[config.mk]
export PLATFORM = sky130hd
export DESIGN_NAME = adc_spi_responder
export DESIGN_NICKNAME = d
export VERILOG_FILES = /design/src/rtl/adc_spi_pkg.sv /design/src/rtl/adc_sample_stage.sv /design/src/rtl/adc_spi_responder.sv
export SDC_FILE = /design/constraint.sdc
export NUM_CORES = 1
export LEC_CHECK = 0
export CORE_ASPECT_RATIO = 0.8
export CORE_MARGIN = 2
export CORE_UTILIZATION = 45
export CTS_CLUSTER_SIZE = 10
export DETAILED_ROUTE_END_ITERATION = 12
export GPL_ROUTABILITY_DRIVEN = 0
export GPL_TIMING_DRIVEN = 1
export SLEW_MARGIN = 0
export SYNTH_ARGS = -nofsm -noshare
export SYNTH_HDL_FRONTEND = slang
export SYNTH_HIERARCHICAL = 1
export SYNTH_SLANG_ARGS = --single-unit
export TNS_END_PERCENT = 10
[constraint.sdc]
create_clock -name SCLK -period 5.15 [get_ports SCLK]
set_clock_uncertainty 0.1 [all_clocks]
set_input_delay 1.03 -clock SCLK [delete_from_list [all_inputs] [get_ports SCLK]]
set_output_delay 1.03 -clock SCLK [all_outputs]
set_load 0.01 [all_outputs]
[src/rtl/adc_spi_pkg.sv]
// Shared definitions for the ADC SPI responder.
// Contents: FSM state type, default frame geometry and the field layout of
// the optional status word (built only when ADC_RESP_STATUS_EN is defined).
package adc_spi_pkg;

    typedef enum logic [1:0] {
        StIdle,
        StShift,
        StDone
    } state_e;

    localparam int unsigned DefWordW = 16;
    localparam int unsigned DefWords = 8;

    // Status word: frame counter in the top bits, stale flag in bit 0.
    localparam int unsigned StatusCntW     = 8;
    localparam int unsigned StatusStaleBit = 0;

endpackage

[src/rtl/adc_sample_stage.sv]
// One-entry valid/ready staging buffer for sample frames.
// Ports:
//   clk_i, rst_ni   clock, asynchronous active-low reset
//   data_i/valid_i  incoming frame and its valid
//   ready_o         buffer empty (accepts data_i when valid_i is high)
//   take_i          consume the buffered frame (only meaningful when full_o)
//   data_o, full_o  buffered frame and occupancy
module adc_sample_stage #(
    parameter int unsigned FRAME_BITS = 128
) (
    input  logic                  clk_i,
    input  logic                  rst_ni,
    input  logic [FRAME_BITS-1:0] data_i,
    input  logic                  valid_i,
    output logic                  ready_o,
    input  logic                  take_i,
    output logic [FRAME_BITS-1:0] data_o,
    output logic                  full_o
);

    logic                  full_q, full_d;
    logic [FRAME_BITS-1:0] data_q, data_d;

    // take needs a full buffer and a load needs an empty one, so they never collide.
    always_comb begin
        full_d = full_q;
        data_d = data_q;
        if (take_i) begin
            full_d = 1'b0;
        end
        if (valid_i && !full_q) begin
            full_d = 1'b1;
            data_d = data_i;
        end
    end

    always_ff @(posedge clk_i or negedge rst_ni) begin
        if (!rst_ni) begin
            full_q <= 1'b0;
            data_q <= '0;
        end else begin
            full_q <= full_d;
            data_q <= data_d;
        end
    end

    assign ready_o = !full_q;
    assign data_o  = data_q;
    assign full_o  = full_q;

endmodule

[src/rtl/adc_spi_responder.sv]
// ADC-side SPI responder: shifts a staged sample frame out on SDO1 during a
// SYNC1-low transfer and captures the master's first word from SDI1.
// Ports:
//   SCLK, RST_N        SPI clock (rising edge), asynchronous active-low reset
//   SYNC1              active-low frame select
//   SDI1 / SDO1        serial in / out, MSB first
//   SAMPLE_IN/VALID    next frame from the parallel source; SAMPLE_READY = staging empty
//   CMD_WORD/CMD_VALID last captured command word and its one-cycle update pulse
//   FRAME_DONE         one-cycle pulse after a full frame has been shifted
//   BUSY               transfer in progress (SHIFT or DONE)
// Optional feature: define ADC_RESP_STATUS_EN to replace the last word of each
// frame by {frame_count[7:0], 7'b0, stale}.
module adc_spi_responder
    import adc_spi_pkg::*;
#(
    parameter int unsigned WORD_W = DefWordW,
    parameter int unsigned WORDS  = DefWords
) (
    input  logic                      SCLK,
    input  logic                      RST_N,
    input  logic                      SYNC1,
    input  logic                      SDI1,
    output logic                      SDO1,
    input  logic [WORD_W*WORDS-1:0]   SAMPLE_IN,
    input  logic                      SAMPLE_VALID,
    output logic                      SAMPLE_READY,
    output logic [WORD_W-1:0]         CMD_WORD,
    output logic                      CMD_VALID,
    output logic                      FRAME_DONE,
    output logic                      BUSY
);

    localparam int unsigned FrameBits = WORD_W * WORDS;
    localparam int unsigned CntW      = $clog2(FrameBits + 1);
    localparam logic [CntW-1:0] WordCnt  = CntW'(WORD_W);
    localparam logic [CntW-1:0] FrameCnt = CntW'(FrameBits);

    state_e                 state_q, state_d;
    logic [FrameBits-1:0]   frame_q, frame_d;
    logic [FrameBits-1:0]   shreg_q, shreg_d;
    logic                   sdo_q, sdo_d;
    logic [CntW-1:0]        cnt_q, cnt_d;
    logic [WORD_W-1:0]      sdi_q, sdi_d;
    logic [WORD_W-1:0]      cmd_word_q, cmd_word_d;
    logic                   cmd_valid_q, cmd_valid_d;
    logic                   frame_done_q, frame_done_d;
    logic [FrameBits-1:0]   tx;
`ifdef ADC_RESP_STATUS_EN
    logic                   stale_q, stale_d;
    logic [StatusCntW-1:0]  fcnt_q, fcnt_d;
    logic [WORD_W-1:0]      status;
`endif

    logic                   stage_take;
    logic                   stage_full;
    logic [FrameBits-1:0]   stage_data;

    adc_sample_stage #(
        .FRAME_BITS (FrameBits)
    ) u_stage (
        .clk_i   (SCLK),
        .rst_ni  (RST_N),
        .data_i  (SAMPLE_IN),
        .valid_i (SAMPLE_VALID),
        .ready_o (SAMPLE_READY),
        .take_i  (stage_take),
        .data_o  (stage_data),
        .full_o  (stage_full)
    );

    always_comb begin
        state_d      = state_q;
        frame_d      = frame_q;
        shreg_d      = shreg_q;
        sdo_d        = sdo_q;
        cnt_d        = cnt_q;
        sdi_d        = sdi_q;
        cmd_word_d   = cmd_word_q;
        cmd_valid_d  = 1'b0;
        frame_done_d = 1'b0;
        stage_take   = 1'b0;
        tx           = frame_q;
`ifdef ADC_RESP_STATUS_EN
        stale_d      = stale_q;
        fcnt_d       = fcnt_q;
        status       = '0;
`endif
        unique case (state_q)
            StIdle: begin
                sdo_d = 1'b0;
                if (!SYNC1) begin
                    // No fresh sample staged: resend the previous frame and flag it stale.
                    stage_take = stage_full;
                    frame_d    = stage_full ? stage_data : frame_q;
                    tx         = frame_d;
`ifdef ADC_RESP_STATUS_EN
                    stale_d = !stage_full;
                    status[WORD_W-1 -: StatusCntW] = fcnt_q;
                    status[StatusStaleBit]         = stale_d;
                    tx[WORD_W-1:0]                 = status;
`endif
                    sdo_d   = tx[FrameBits-1];
                    shreg_d = tx << 1;
                    sdi_d   = {{(WORD_W-1){1'b0}}, SDI1};
                    cnt_d   = CntW'(1);
                    state_d = StShift;
                end
            end
            StShift: begin
                // cnt_q counts edges already taken; the word and the frame complete
                // one edge after their last bit was presented.
                if (cnt_q == WordCnt) begin
                    cmd_word_d  = sdi_q;
                    cmd_valid_d = 1'b1;
                end
                if (cnt_q == FrameCnt) begin
                    frame_done_d = 1'b1;
`ifdef ADC_RESP_STATUS_EN
                    fcnt_d = fcnt_q + 1'b1;
`endif
                    sdo_d   = 1'b0;
                    state_d = StDone;
                end else begin
                    sdo_d   = shreg_q[FrameBits-1];
                    shreg_d = shreg_q << 1;
                    if (cnt_q < WordCnt) begin
                        sdi_d = {sdi_q[WORD_W-2:0], SDI1};
                    end
                    cnt_d = cnt_q + 1'b1;
                end
            end
            StDone: begin
                sdo_d = 1'b0;
            end
            default: begin
                state_d = StIdle;
            end
        endcase
        // Deselect always wins and returns to idle.
        if (SYNC1) begin
            state_d = StIdle;
            sdo_d   = 1'b0;
        end
    end

    always_ff @(posedge SCLK or negedge RST_N) begin
        if (!RST_N) begin
            state_q      <= StIdle;
            frame_q      <= '0;
            shreg_q      <= '0;
            sdo_q        <= 1'b0;
            cnt_q        <= '0;
            sdi_q        <= '0;
            cmd_word_q   <= '0;
            cmd_valid_q  <= 1'b0;
            frame_done_q <= 1'b0;
`ifdef ADC_RESP_STATUS_EN
            stale_q      <= 1'b0;
            fcnt_q       <= '0;
`endif
        end else begin
            state_q      <= state_d;
            frame_q      <= frame_d;
            shreg_q      <= shreg_d;
            sdo_q        <= sdo_d;
            cnt_q        <= cnt_d;
            sdi_q        <= sdi_d;
            cmd_word_q   <= cmd_word_d;
            cmd_valid_q  <= cmd_valid_d;
            frame_done_q <= frame_done_d;
`ifdef ADC_RESP_STATUS_EN
            stale_q      <= stale_d;
            fcnt_q       <= fcnt_d;
`endif
        end
    end

    assign SDO1       = sdo_q;
    assign CMD_WORD   = cmd_word_q;
    assign CMD_VALID  = cmd_valid_q;
    assign FRAME_DONE = frame_done_q;
    assign BUSY       = (state_q != StIdle);

endmodule
# [Word-level counts from Yosys, hierarchy flattened]
# Index checks and enable logic that the tools add are counted.
[word_totals] ff_bits=430 input_bits=133 out_inout_bits=21 elab_cells=60
[classes] addsub=1 order_cmp=1 eq_ne=9 n_mux=25 n_bitwise=1 reduce_logical=12
[ops] cell="$mux 128" count=3
[ops] cell="$pmux 128 s2" count=1
[ops] cell="$mux 16" count=3
[ops] cell="$pmux 16 s2" count=1
[ops] cell="$mux 8" count=2
[ops] cell="$pmux 8 s2" count=1
[ops] cell="$mux 1" count=10
[ops] cell="$add 8x1->8 const B" count=1
[ops] cell="$eq 8x5->1 const B" count=1
[ops] cell="$eq 8x8->1 const B" count=1
[ops] cell="$lt 8x5->1 const B" count=1
[ops] cell="$ne 2x2->1 const B" count=4
[ops] cell="$pmux 2 s3" count=1
[ops] cell="$reduce_and 2->1" count=3
[ops] cell="$reduce_bool 2->1" count=3
[ops] cell="$mux 2" count=2
[ops] cell="$reduce_and 4->1" count=1
[ops] cell="$reduce_bool 4->1" count=1
[ops] cell="$ne 3x3->1 const B" count=1
[ops] cell="$pmux 1 s3" count=1
[ops] cell="$reduce_and 3->1" count=1
[ops] cell="$eq 2x1->1 const B" count=1
[ops] cell="$eq 2x2->1 const B" count=1
[ops] cell="$logic_not 2->1" count=1
[ops] cell="other kinds (3)" count=3

# [Depth between registers and ports, before layout]
# Gate-level depths: netlist (run 1).
[depth] ltp_word=4 ltp_mapped=9

# [By module]
# Netlist (run 1), hierarchy kept.
[by_module_without_submodules] mod="adc_spi_responder" n_inst=1 cells_per_inst=1253 area_per_inst_um2=13758.2
[by_module_without_submodules] mod="adc_sample_stage" n_inst=1 cells_per_inst=274 area_per_inst_um2=5323.9

# [Worst setup path before layout (run 1)]
# Ideal clock, no wire load.
[synth_path] kind="input to register" from="input port SYNC1" to="register frame_q[44]" setup_ns=0.125 arrival_ns=2.288 setup_slack_ns=2.638 stages=5 cell_sequence="nor2b_1 and2_1 buf_2 buf_2 mux2_2"
[synth_via] elab_chain_cells=2
[synth_lines] element="start, declared" line_no="adc_spi_responder.sv:21" rtl="input logic SYNC1,"
[synth_lines] element="$not 1->1 (no line)"
[synth_lines] element="$reduce_and 2->1 (no line)"
[synth_lines] element="end signal, assigned" line_no="adc_spi_responder.sv:163" rtl="frame_q <= frame_d;"
[synth_lines] element="end, declared" line_no="adc_spi_responder.sv:39" rtl="logic [FrameBits-1:0] frame_q, frame_d;"
# No other way between the ends.
# A chain may end at the register's enable or synchronous reset.

# [Worst setup path after layout (run 1)]
[layout_path] from="register state_q[1]" to="register shreg_q[41]"
[layout_via] elab_chain_cells=3 word_cells_on_any_way=7 cone_classes="eq/ne (3); mux (1); reduce/logical (3)"
[layout_lines] element="start, declared" line_no="adc_spi_responder.sv:38" rtl="state_e state_q, state_d;"
[layout_lines] element="start signal, assigned" line_no="adc_spi_responder.sv:148" rtl="state_q <= StIdle;"
[layout_lines] element="start signal, assigned" line_no="adc_spi_responder.sv:162" rtl="state_q <= state_d;"
[layout_lines] element="$eq 2x1->1 / $logic_not 2->1 (equally long branches)" line_no="adc_spi_responder.sv:88" rtl="unique case (state_q)"
[layout_lines] element="$ne 2x2->1 (no line) / $reduce_bool 2->1 (equally long branches)"
[layout_lines] element="$reduce_and 3->1 (no line)"
[layout_lines] element="end signal, assigned" line_no="adc_spi_responder.sv:164" rtl="shreg_q <= shreg_d;"
[layout_lines] element="end, declared" line_no="adc_spi_responder.sv:40" rtl="logic [FrameBits-1:0] shreg_q, shreg_d;"
# Several ways; a longest one is shown, not always the timed one.

==> key figures, run 1 <==
Run status
  – Result of the run: completed

Timing
  – Relative slew slack: 23.4%
  – Slew at the pin with the worst max-slew slack: 1.15 ns
  – Time the worst path needs with I/O delays and setup: 3.68 ns
  – Fraction of the cycle the final worst path needs: 71.4%
  – Count of endpoints failing hold in the final timing report: 0
  – Worst hold-check slack: 0.376 ns
  – RSZ-0062 raised after global routing: false
  – Max Clk Rate: 272 MHz
  – Pins Over Slew Limit: 0
  – Final sum of negative setup slack: 0 ns
  – Setup violators final: 0

Place
  – HPWL reported at the end of detailed placement: 22000 um
  – Number of buffers inserted by port buffering: 153

Clocking
  – Clock edge transition at the registers on the reported setup and hold paths: 0.05 ns
  – Post-CTS Hold Fix Bufs: 0
  – Root cell of the clock tree: clkbuf_16
  – TritonCTS clock tree: yes
  – Post-cts sizing count: 0
  – TritonCTS Buffers: 49
  – Post CTS Setup Buffer Count: 0
  – Worst-Skew Late Latency: 0.55 ns
  – H-tree level count: 2
  – Max Buffers Root-to-Sink: 3
  – Clock net sink count: 429

Yosys
  – Synthesized-area fraction occupied by ao, oa, aoi and oai cells: 7.96%
  – Post-synthesis xor/xnor area fraction: 0.229%
  – Portion of synthesized cell area occupied by the leading cell type: 56.3%
  – Number of enable-type register cells in the synthesized netlist: 0
  – Main combinational cell family by area after synthesis: multiplexers
  – Proportion of synthesized area in mux cells: 24.9%
  – Dominant cell type by area after synthesis: dfrtp_1
  – Post-synthesis sequential area ratio: 56.3%
  – Async set-or-reset flop fraction in the synthesized netlist: 100%
  – Most instantiated flip-flop cell in the synthesis netlist: dfrtp_1
  – Average cell area after synthesis: 12.5 um2
  – Most used standard cell by instance count after synthesis: dfrtp_1
  – Area fraction in and, or, nand and nor cells after synthesis: 6.13%
  – Total nets after synthesis: 1666
  – Cell area after technology mapping: 19100 um2
  – Post-synthesis share of cell area spent on full adders, half adders and majority gates: 0.393%
  – Most frequent cells after synthesis: 429 x dfrtp_1, 173 x mux2_2, 138 x nor2_1
  – Synth unique cells: 44
  – Total of flip-flops plus latches after synthesis: 429
  – Cells after synthesis: 1527
  – Warnings, synthesis: 6
  – Ranking of synthesized cells by area: dfrtp_1 56%, mux2_2 10%, mux2_4 7.9%

Pwr
  – Power density normalized to cell area: 593 nW/um2
  – Pwr Total: 0.0131 W
  – Leakage power figure: 9.99 nW
  – Worst VDD drop: 0.258 mV

Drt
  – Detailed-route via count: 11378
  – Antenna Violating Nets Remaining: 0
  – # DRC: 0
  – Via-to-Cell Ratio: 5.16
  – Router iterations before antenna repair: 4
  – Average wire per standard cell: 16.5 um
  – Final wirelength: 36300 um
  – Count of routing violations after the opening detailed-route iteration: 661

Floorplanning
  – Core area: 41800 um2
  – Starting density of the core: 45.6%
  – DIE AREA: 44100 um2
  – Width of the die: 234 um
  – Chip Height: 188 um
  – Boundary Pins: 154
  – Site Rows: 67

Critical path
  – Arrival @ worst endpoint: 3.97 ns
  – Worst R2R Setup Slack: 1.47 ns
  – Reg2reg path depth: 6
  – Endpoint of the lowest-slack register-to-register path: shreg_q[41]
  – Crit end category: register
  – Critical path data required time: 5.44 ns
  – Largest fanout on the critical path: 122
  – Startpoint kind of the worst setup timing path: register
  – Launch point of the worst reg-to-reg path: state_q[1]
  – Worst setup path class: register to register

Run
  – Max-cap viol count: 0

Global route
  – Largest net degree at the start of global routing: 123
  – Grt ovf: 0
  – Antenna violations before repair: 1
  – Wire length of the first global-routing pass: 60200 um
  – Number of global-route vias before repair: 11551
  – All-Layer GR Usage: 16.8%

Finish
  – P&R area growth vs syn: 15.9%
  – Number of antenna cells inserted: 0
  – Utilization after layout: 52.9%
  – Final layout net count: 1785
  – Fill cell instance count of the final layout: 3606
  – Fraction of final layout cells with drive strength greater than 1: 21.5%

Worst hold path
  – Worst min path class: register to register
  – Hold endpoint: shreg_q[45]
  – Hold path startpoint: shreg_q[45]
  – Cell depth of the worst hold path: 2
[per-stage QoR]
stage                     cell area [um2]  std cells  worst slack (ns)
final                               22100       2205              1.47
after global routing                22100       2205              1.16
after CTS                           22100       2205              1.45
after detailed placement            20800       2147              1.47
after global placement              20800       2147              1.54
after floorplan                     19100       1527              2.64
[worst max-delay path, stage by stage, from the launching register on]
cell,delay [ns]
dfrtp_1,0.39
inv_1,0.14
ha_4,0.72
or4bb_1,0.56
o22ai_4,0.88
buf_12,0.40
o21ai_0,0.19
[layout by cell type, fill, tap and decap left out, drive strengths merged, types with 3 or more instances in the layout]
| master | count |
|---|---|
| a21oi | 129 |
| a22o | 17 |
| buf | 20 |
| clkbuf | 56 |
| clkdlybuf4s50 | 152 |
| dfrtp | 429 |
| ha | 6 |
| inv | 8 |
| mux2 | 274 |
| mux2i | 129 |
| nand2 | 129 |
| nand2b | 3 |
| nand4 | 3 |
| nor2 | 138 |
| nor2b | 3 |
| nor3 | 3 |
| o21ai | 127 |
| xor2 | 3 |
[worst max path at each step]
stage / start / end / slack, ns / cells after the start
2_1_floorplan: SYNC1 / frame_q[44] / 2.64 / 5
3_3_place_gp: SYNC1 / frame_q[25] / 1.54 / 5
3_5_place_dp: SYNC1 / frame_q[63] / 1.47 / 5
4_1_cts: state_q[1] / shreg_q[41] / 1.45 / 6
5_1_grt: state_q[1] / shreg_q[44] / 1.16 / 6
6_report: state_q[1] / shreg_q[41] / 1.47 / 6
[power breakdown]
group          internal (W)  leakage (nW)  switching (W)  total, W
registers           0.00489          5.26       0.000997   0.00589
logic               0.00238          4.08        0.00182   0.00419
clock network       0.00177         0.651        0.00126   0.00303
[sequential cells by signal, summed over array words and instances, names as in the netlist]
register,flops
CMD_VALID,1
CMD_WORD,16
FRAME_DONE,1
SDO1,1
cnt_q,8
frame_q,128
sdi_q,16
shreg_q,127
state_q,2
u_stage/data_o,128
u_stage/full_o,1
[cells by family (layout without fill, tap and decap cells)]
family | count (synthesis) | count (layout)
muxes | 403 | 403
xor gates and xnor gates | 5 | 5
adders and majority gates | 6 | 6
DFF | 429 | 429
and+or+nand+nor | 290 | 290
AOI/OAI and AO/OA | 283 | 283
buffers and inverters | 111 | 237
[layout make-up]
cell class,count,area (um2),area share (%)
inverter,7,26.3,0.119
clock inverter,2,16.3,0.0735
multi-input combinational,987,7580,34.3
sequential,429,10700,48.5
timing repair buffer,172,1750,7.93
tap,552,691,3.12
clock buffer,56,1320,5.94
[metal layers]
layer	track usage, %	share of wire (%)
met5	0	0.030
met4	4.09	1.7
met2	26.2	45
met3	2.85	3.9
met1	24.4	50
Power figures use the tool's default switching activity.
==> run 2: changes to the inputs <==
- clock period: 5.15 -> 3.5 ns (I/O delays scaled with it)
==> key figures, run 2 (same netlist as run 1, synthesis figures left out) <==
Pwr
  – Proportion of total power due to net switching: 31.3%
  – Clock share of power: 23.0%
  – Cell internal power dissipation: 0.0133 W
  – Fraction of power consumed by combinational cells: 32.1%
  – Net switching power: 0.00607 W
  – Leakage power figure: 10.0 nW
  – Power share of the sequential group: 44.9%
  – Worst VDD drop: 0.486 mV
  – Power density normalized to cell area: 872 nW/um2

Finish
  – Final layout net count: 1789
  – P&R area growth vs syn: 16.6%
  – Number of non-filler instances in the completed layout: 2210
  – Commonest cells after routing, fill and taps aside: 428 x dfrtp_1, 173 x mux2_2, 152 x clkdlybuf4s50_1, 138 x nor2_1
  – Utilization after layout: 53.2%
  – Number of antenna cells inserted: 0
  – Design Area, Final: 22300 um2
  – Most common library cell in the layout ignoring fill and taps: dfrtp_1
  – Fraction of final layout cells with drive strength greater than 1: 21.7%

Place
  – Dpl cell area: 20900 um2
  – HPWL reported at the end of detailed placement: 22100 um
  – Number of buffers inserted by port buffering: 153
  – Placed instance count: 2151

Clocking
  – Post-cts sizing count: 0
  – TritonCTS Buffers: 49
  – Clock net sink count: 429
  – TritonCTS clock tree: yes
  – H-tree level count: 2
  – Worst-Skew Late Latency: 0.56 ns
  – Post-CTS Hold Fix Bufs: 0
  – Max Buffers Root-to-Sink: 3
  – Root cell of the clock tree: clkbuf_16
  – Clock edge transition at the registers on the reported setup and hold paths: 0.06 ns
  – Post CTS Setup Buffer Count: 0

Drt
  – Count of routing violations after the opening detailed-route iteration: 720
  – Router iterations before antenna repair: 4
  – Antenna Violating Nets Remaining: 0
  – # DRC: 0
  – Via-to-Cell Ratio: 5.12
  – Final wirelength: 36600 um
  – Detailed-route via count: 11316
  – Average wire per standard cell: 16.6 um

Floorplanning
  – Boundary Pins: 154
  – Width of the die: 234 um
  – DIE AREA: 44100 um2
  – Starting density of the core: 45.6%
  – Site Rows: 67
  – Chip Height: 188 um
  – Core area: 41800 um2

Timing
  – Setup violators final: 0
  – Relative slew slack: 39.0%
  – RSZ-0062 raised after global routing: false
  – Max Clk Rate: 347 MHz
  – Count of endpoints failing hold in the final timing report: 0
  – Pins Over Slew Limit: 0
  – Final sum of negative setup slack: 0 ns
  – Time the worst path needs with I/O delays and setup: 2.88 ns
  – Fraction of the cycle the final worst path needs: 82.2%
  – Slew at the pin with the worst max-slew slack: 0.914 ns

Global route
  – Largest net degree at the start of global routing: 179
  – Antenna violations before repair: 0
  – Grt ovf: 0
  – Wire length of the first global-routing pass: 61200 um
  – All-Layer GR Usage: 17.1%
  – Number of global-route vias before repair: 11538

Critical path
  – Startpoint kind of the worst setup timing path: register
  – Largest fanout on the critical path: 36
  – Critical path data required time: 2.70 ns
  – Arrival @ worst endpoint: 2.08 ns
  – Worst setup path class: register to primary output
  – Crit end category: primary output

Run
  – Max-cap viol count: 0

Run status
  – Result of the run: completed

Worst hold path
  – Worst min path class: input pin to asynchronous set/reset pin
run 2: metrics by stage:
| step | setup WS [ns] | hold WS, ns | total power [W] |
|---|---|---|---|
| after floorplan | 1.28 | 0.304 | 0.0136 |
| after global routing | 0.496 | 0.101 | 0.0208 |
| after global placement | 0.509 | 0.362 | 0.0149 |
| final | 0.622 | 0.0672 | 0.0194 |
| after detailed placement | 0.477 | 0.370 | 0.0151 |
| after CTS | 0.536 | 0.0712 | 0.0197 |
run 2: path summary, 6_finish.rpt:
path	to	slack, ns	depth (start not counted)	startpoint
max	SAMPLE_READY	0.62	2	u_stage/full_o
min	u_stage/data_o[101]	0.07	1	RST_N
max reg2reg	frame_q[93]	0.80	6	state_q[0]
min reg2reg	shreg_q[94]	0.38	2	shreg_q[94]
max in group asynchronous	u_stage/data_o[28]	2.25	3	RST_N
min in group SCLK	shreg_q[94]	0.38	2	shreg_q[94]
run 2: routing by layer:
metal	part of all wire, %	GRT usage (%)	vias up
met4	1.9	4.65	0
met2	44	25.8	141
met1	50	25.5	5588
li1	-	-	5532
met3	3.6	2.74	55
met5	0	0	-
run 2: power groups by stage:
| stage | logic, W | clock network, W | registers (W) |
|---|---|---|---|
| after floorplan | 0.00546 | 0 | 0.00819 |
| after global placement | 0.00612 | 0 | 0.00873 |
| after detailed placement | 0.00628 | 0 | 0.00881 |
| after CTS | 0.00632 | 0.00460 | 0.00875 |
| after global routing | 0.00694 | 0.00482 | 0.00905 |
| final | 0.00622 | 0.00446 | 0.00872 |
run 2: final cells by class:
cell class	instances	area [um2]
multi-input cells	987	7580
well taps	552	691
clock buffers	56	1310
flip-flops and latches	429	10700
inverters	7	26.3
repair buffers	176	1900
clock inverters	3	18.8
fillers	3647	19600
run 2: worst max-delay path: stages, from the launching register on:
cell and delay, ns:
dfrtp_4 0.86, inv_1 0.15, clkdlybuf4s50_1 0.52
==> run 3: changes to the inputs <==
- clock period: 3.5 -> 2.7 ns (I/O delays scaled with it)
==> key figures, run 3 (same netlist as run 1, synthesis figures left out) <==
Run status
  – Result of the run: completed

Global route
  – Antenna violations before repair: 0
  – Number of global-route vias before repair: 11593
  – Wire length of the first global-routing pass: 61100 um
  – All-Layer GR Usage: 17.0%
  – Largest net degree at the start of global routing: 257
  – Grt ovf: 0

Timing
  – Slew at the pin with the worst max-slew slack: 1.23 ns
  – Setup violators final: 0
  – Time the worst path needs with I/O delays and setup: 2.49 ns
  – Relative slew slack: 18.0%
  – Count of endpoints failing hold in the final timing report: 0
  – Final sum of negative setup slack: 0 ns
  – Pins Over Slew Limit: 0
  – Fraction of the cycle the final worst path needs: 92.1%
  – RSZ-0062 raised after global routing: false
  – Max Clk Rate: 402 MHz

Drt
  – Router iterations before antenna repair: 5
  – Detailed-route via count: 11358
  – Via-to-Cell Ratio: 5.12
  – Final wirelength: 36600 um
  – Antenna Violating Nets Remaining: 0
  – # DRC: 0
  – Count of routing violations after the opening detailed-route iteration: 604
  – Average wire per standard cell: 16.5 um

Finish
  – Number of antenna cells inserted: 0
  – P&R area growth vs syn: 17.3%
  – Most common library cell in the layout ignoring fill and taps: dfrtp_1
  – Multi-input combinational cell area: 7580 um2
  – Commonest cells after routing, fill and taps aside: 428 x dfrtp_1, 173 x mux2_2, 151 x clkdlybuf4s50_1, 138 x nor2_1
  – Fraction of final layout cells with drive strength greater than 1: 21.9%
  – Final layout net count: 1796
  – Combined flip-flop and latch cell area: 10700 um2
  – Utilization after layout: 53.5%
  – Fill cell instance count of the final layout: 3577

Pwr
  – Leakage power figure: 10.1 nW
  – Power density normalized to cell area: 1130 nW/um2
  – Worst VDD drop: 0.545 mV

Place
  – Number of buffers inserted by port buffering: 153
  – HPWL reported at the end of detailed placement: 22300 um

Critical path
  – Critical path data required time: 3.04 ns
  – Reg2reg path depth: 6
  – Endpoint of the lowest-slack register-to-register path: state_q[0]
  – Largest fanout on the critical path: 256
  – Startpoint kind of the worst setup timing path: register
  – Worst R2R Setup Slack: 0.21 ns
  – Launch point of the worst reg-to-reg path: state_q[1]
  – Worst setup path end: state_q[0]
  – Worst setup path class: register to register
  – Arrival @ worst endpoint: 2.82 ns
  – Crit end category: register
  – Start point of the critical path: state_q[1]

Clocking
  – TritonCTS Buffers: 49
  – Root cell of the clock tree: clkbuf_16
  – TritonCTS clock tree: yes
  – Clock net sink count: 429
  – H-tree level count: 2
  – Max Buffers Root-to-Sink: 3
  – Clock edge transition at the registers on the reported setup and hold paths: 0.06 ns
  – Worst-Skew Late Latency: 0.56 ns

Floorplanning
  – Core area: 41800 um2
  – Boundary Pins: 154
  – Chip Height: 188 um
  – DIE AREA: 44100 um2
  – Starting density of the core: 45.6%
  – Site Rows: 67
  – Width of the die: 234 um

Run
  – Max-cap viol count: 0

Worst hold path
  – Worst min path class: input pin to asynchronous set/reset pin
==> run 3: worst min-delay path by stage <==
stage	startpoint	endpoint	slack, ns	cells past startpoint
2_1_floorplan	RST_N	CMD_VALID	0.14	0
3_3_place_gp	RST_N	u_stage/data_o[101]	0.35	1
3_5_place_dp	RST_N	u_stage/data_o[101]	0.35	1
4_1_cts	RST_N	u_stage/data_o[101]	0.35	2
5_1_grt	RST_N	u_stage/data_o[101]	0.38	2
6_report	RST_N	u_stage/data_o[101]	0.37	2
==> run 3: what timing repair did <==
action / 4_1_cts / 5_1_grt
hold buffers: 1 / 0
setup endpoints to repair: 1 / 0
resized for setup: 1 / 0
hold endpoints to repair: 23 / 0
buffers inserted: 0 / 0
==> run 3: power breakdown <==
part	leakage (nW)	internal, W	switching, W
Sequential	5.26	0.00934	0.00184
Clock	0.661	0.00346	0.00243
Combinational	4.19	0.00465	0.00358
Total	10.1	0.0174	0.00785
==> run 3: worst max-delay path, stage by stage, from the launching register on <==
cell and delay [ns]:
dfrtp_1 0.39, inv_1 0.14, ha_4 0.22, buf_12 0.60, o22ai_1 0.28, mux2i_1 0.21
nor2_1 0.06
==> run 3: routing by layer <==
layer / GRT usage, % / vias up / part of all wire, %
li1: - / 5558 / -
met3: 3.00 / 51 / 3.9
met5: 0 / - / 0
met2: 25.4 / 151 / 44
met4: 4.26 / 0 / 1.7
met1: 25.7 / 5598 / 51
==> run 3: per-stage QoR <==
stage / hold WS (ns) / cells / power, W / area, um2 / setup slack (ns)
finish: 0.372 / 2218 / 0.0253 / 22400 / 0.214
floorplan: 0.144 / 1527 / 0.0177 / 19100 / 0.481
global route: 0.375 / 2218 / 0.0272 / 22400 / 0.0251
detailed placement: 0.351 / 2157 / 0.0196 / 21000 / 0.192
CTS: 0.351 / 2218 / 0.0257 / 22400 / 0.196
global placement: 0.353 / 2157 / 0.0193 / 21000 / 0.257
==> run 3: layout make-up <==
type / instances / area share [%]
Clock buffer: 58 / 5.87
Clock inverter: 2 / 0.173
Inverter: 7 / 0.117
Multi-Input combinational cell: 987 / 33.9
Sequential cell: 429 / 48.0
Tap cell: 552 / 3.09
Timing Repair Buffer: 183 / 8.89
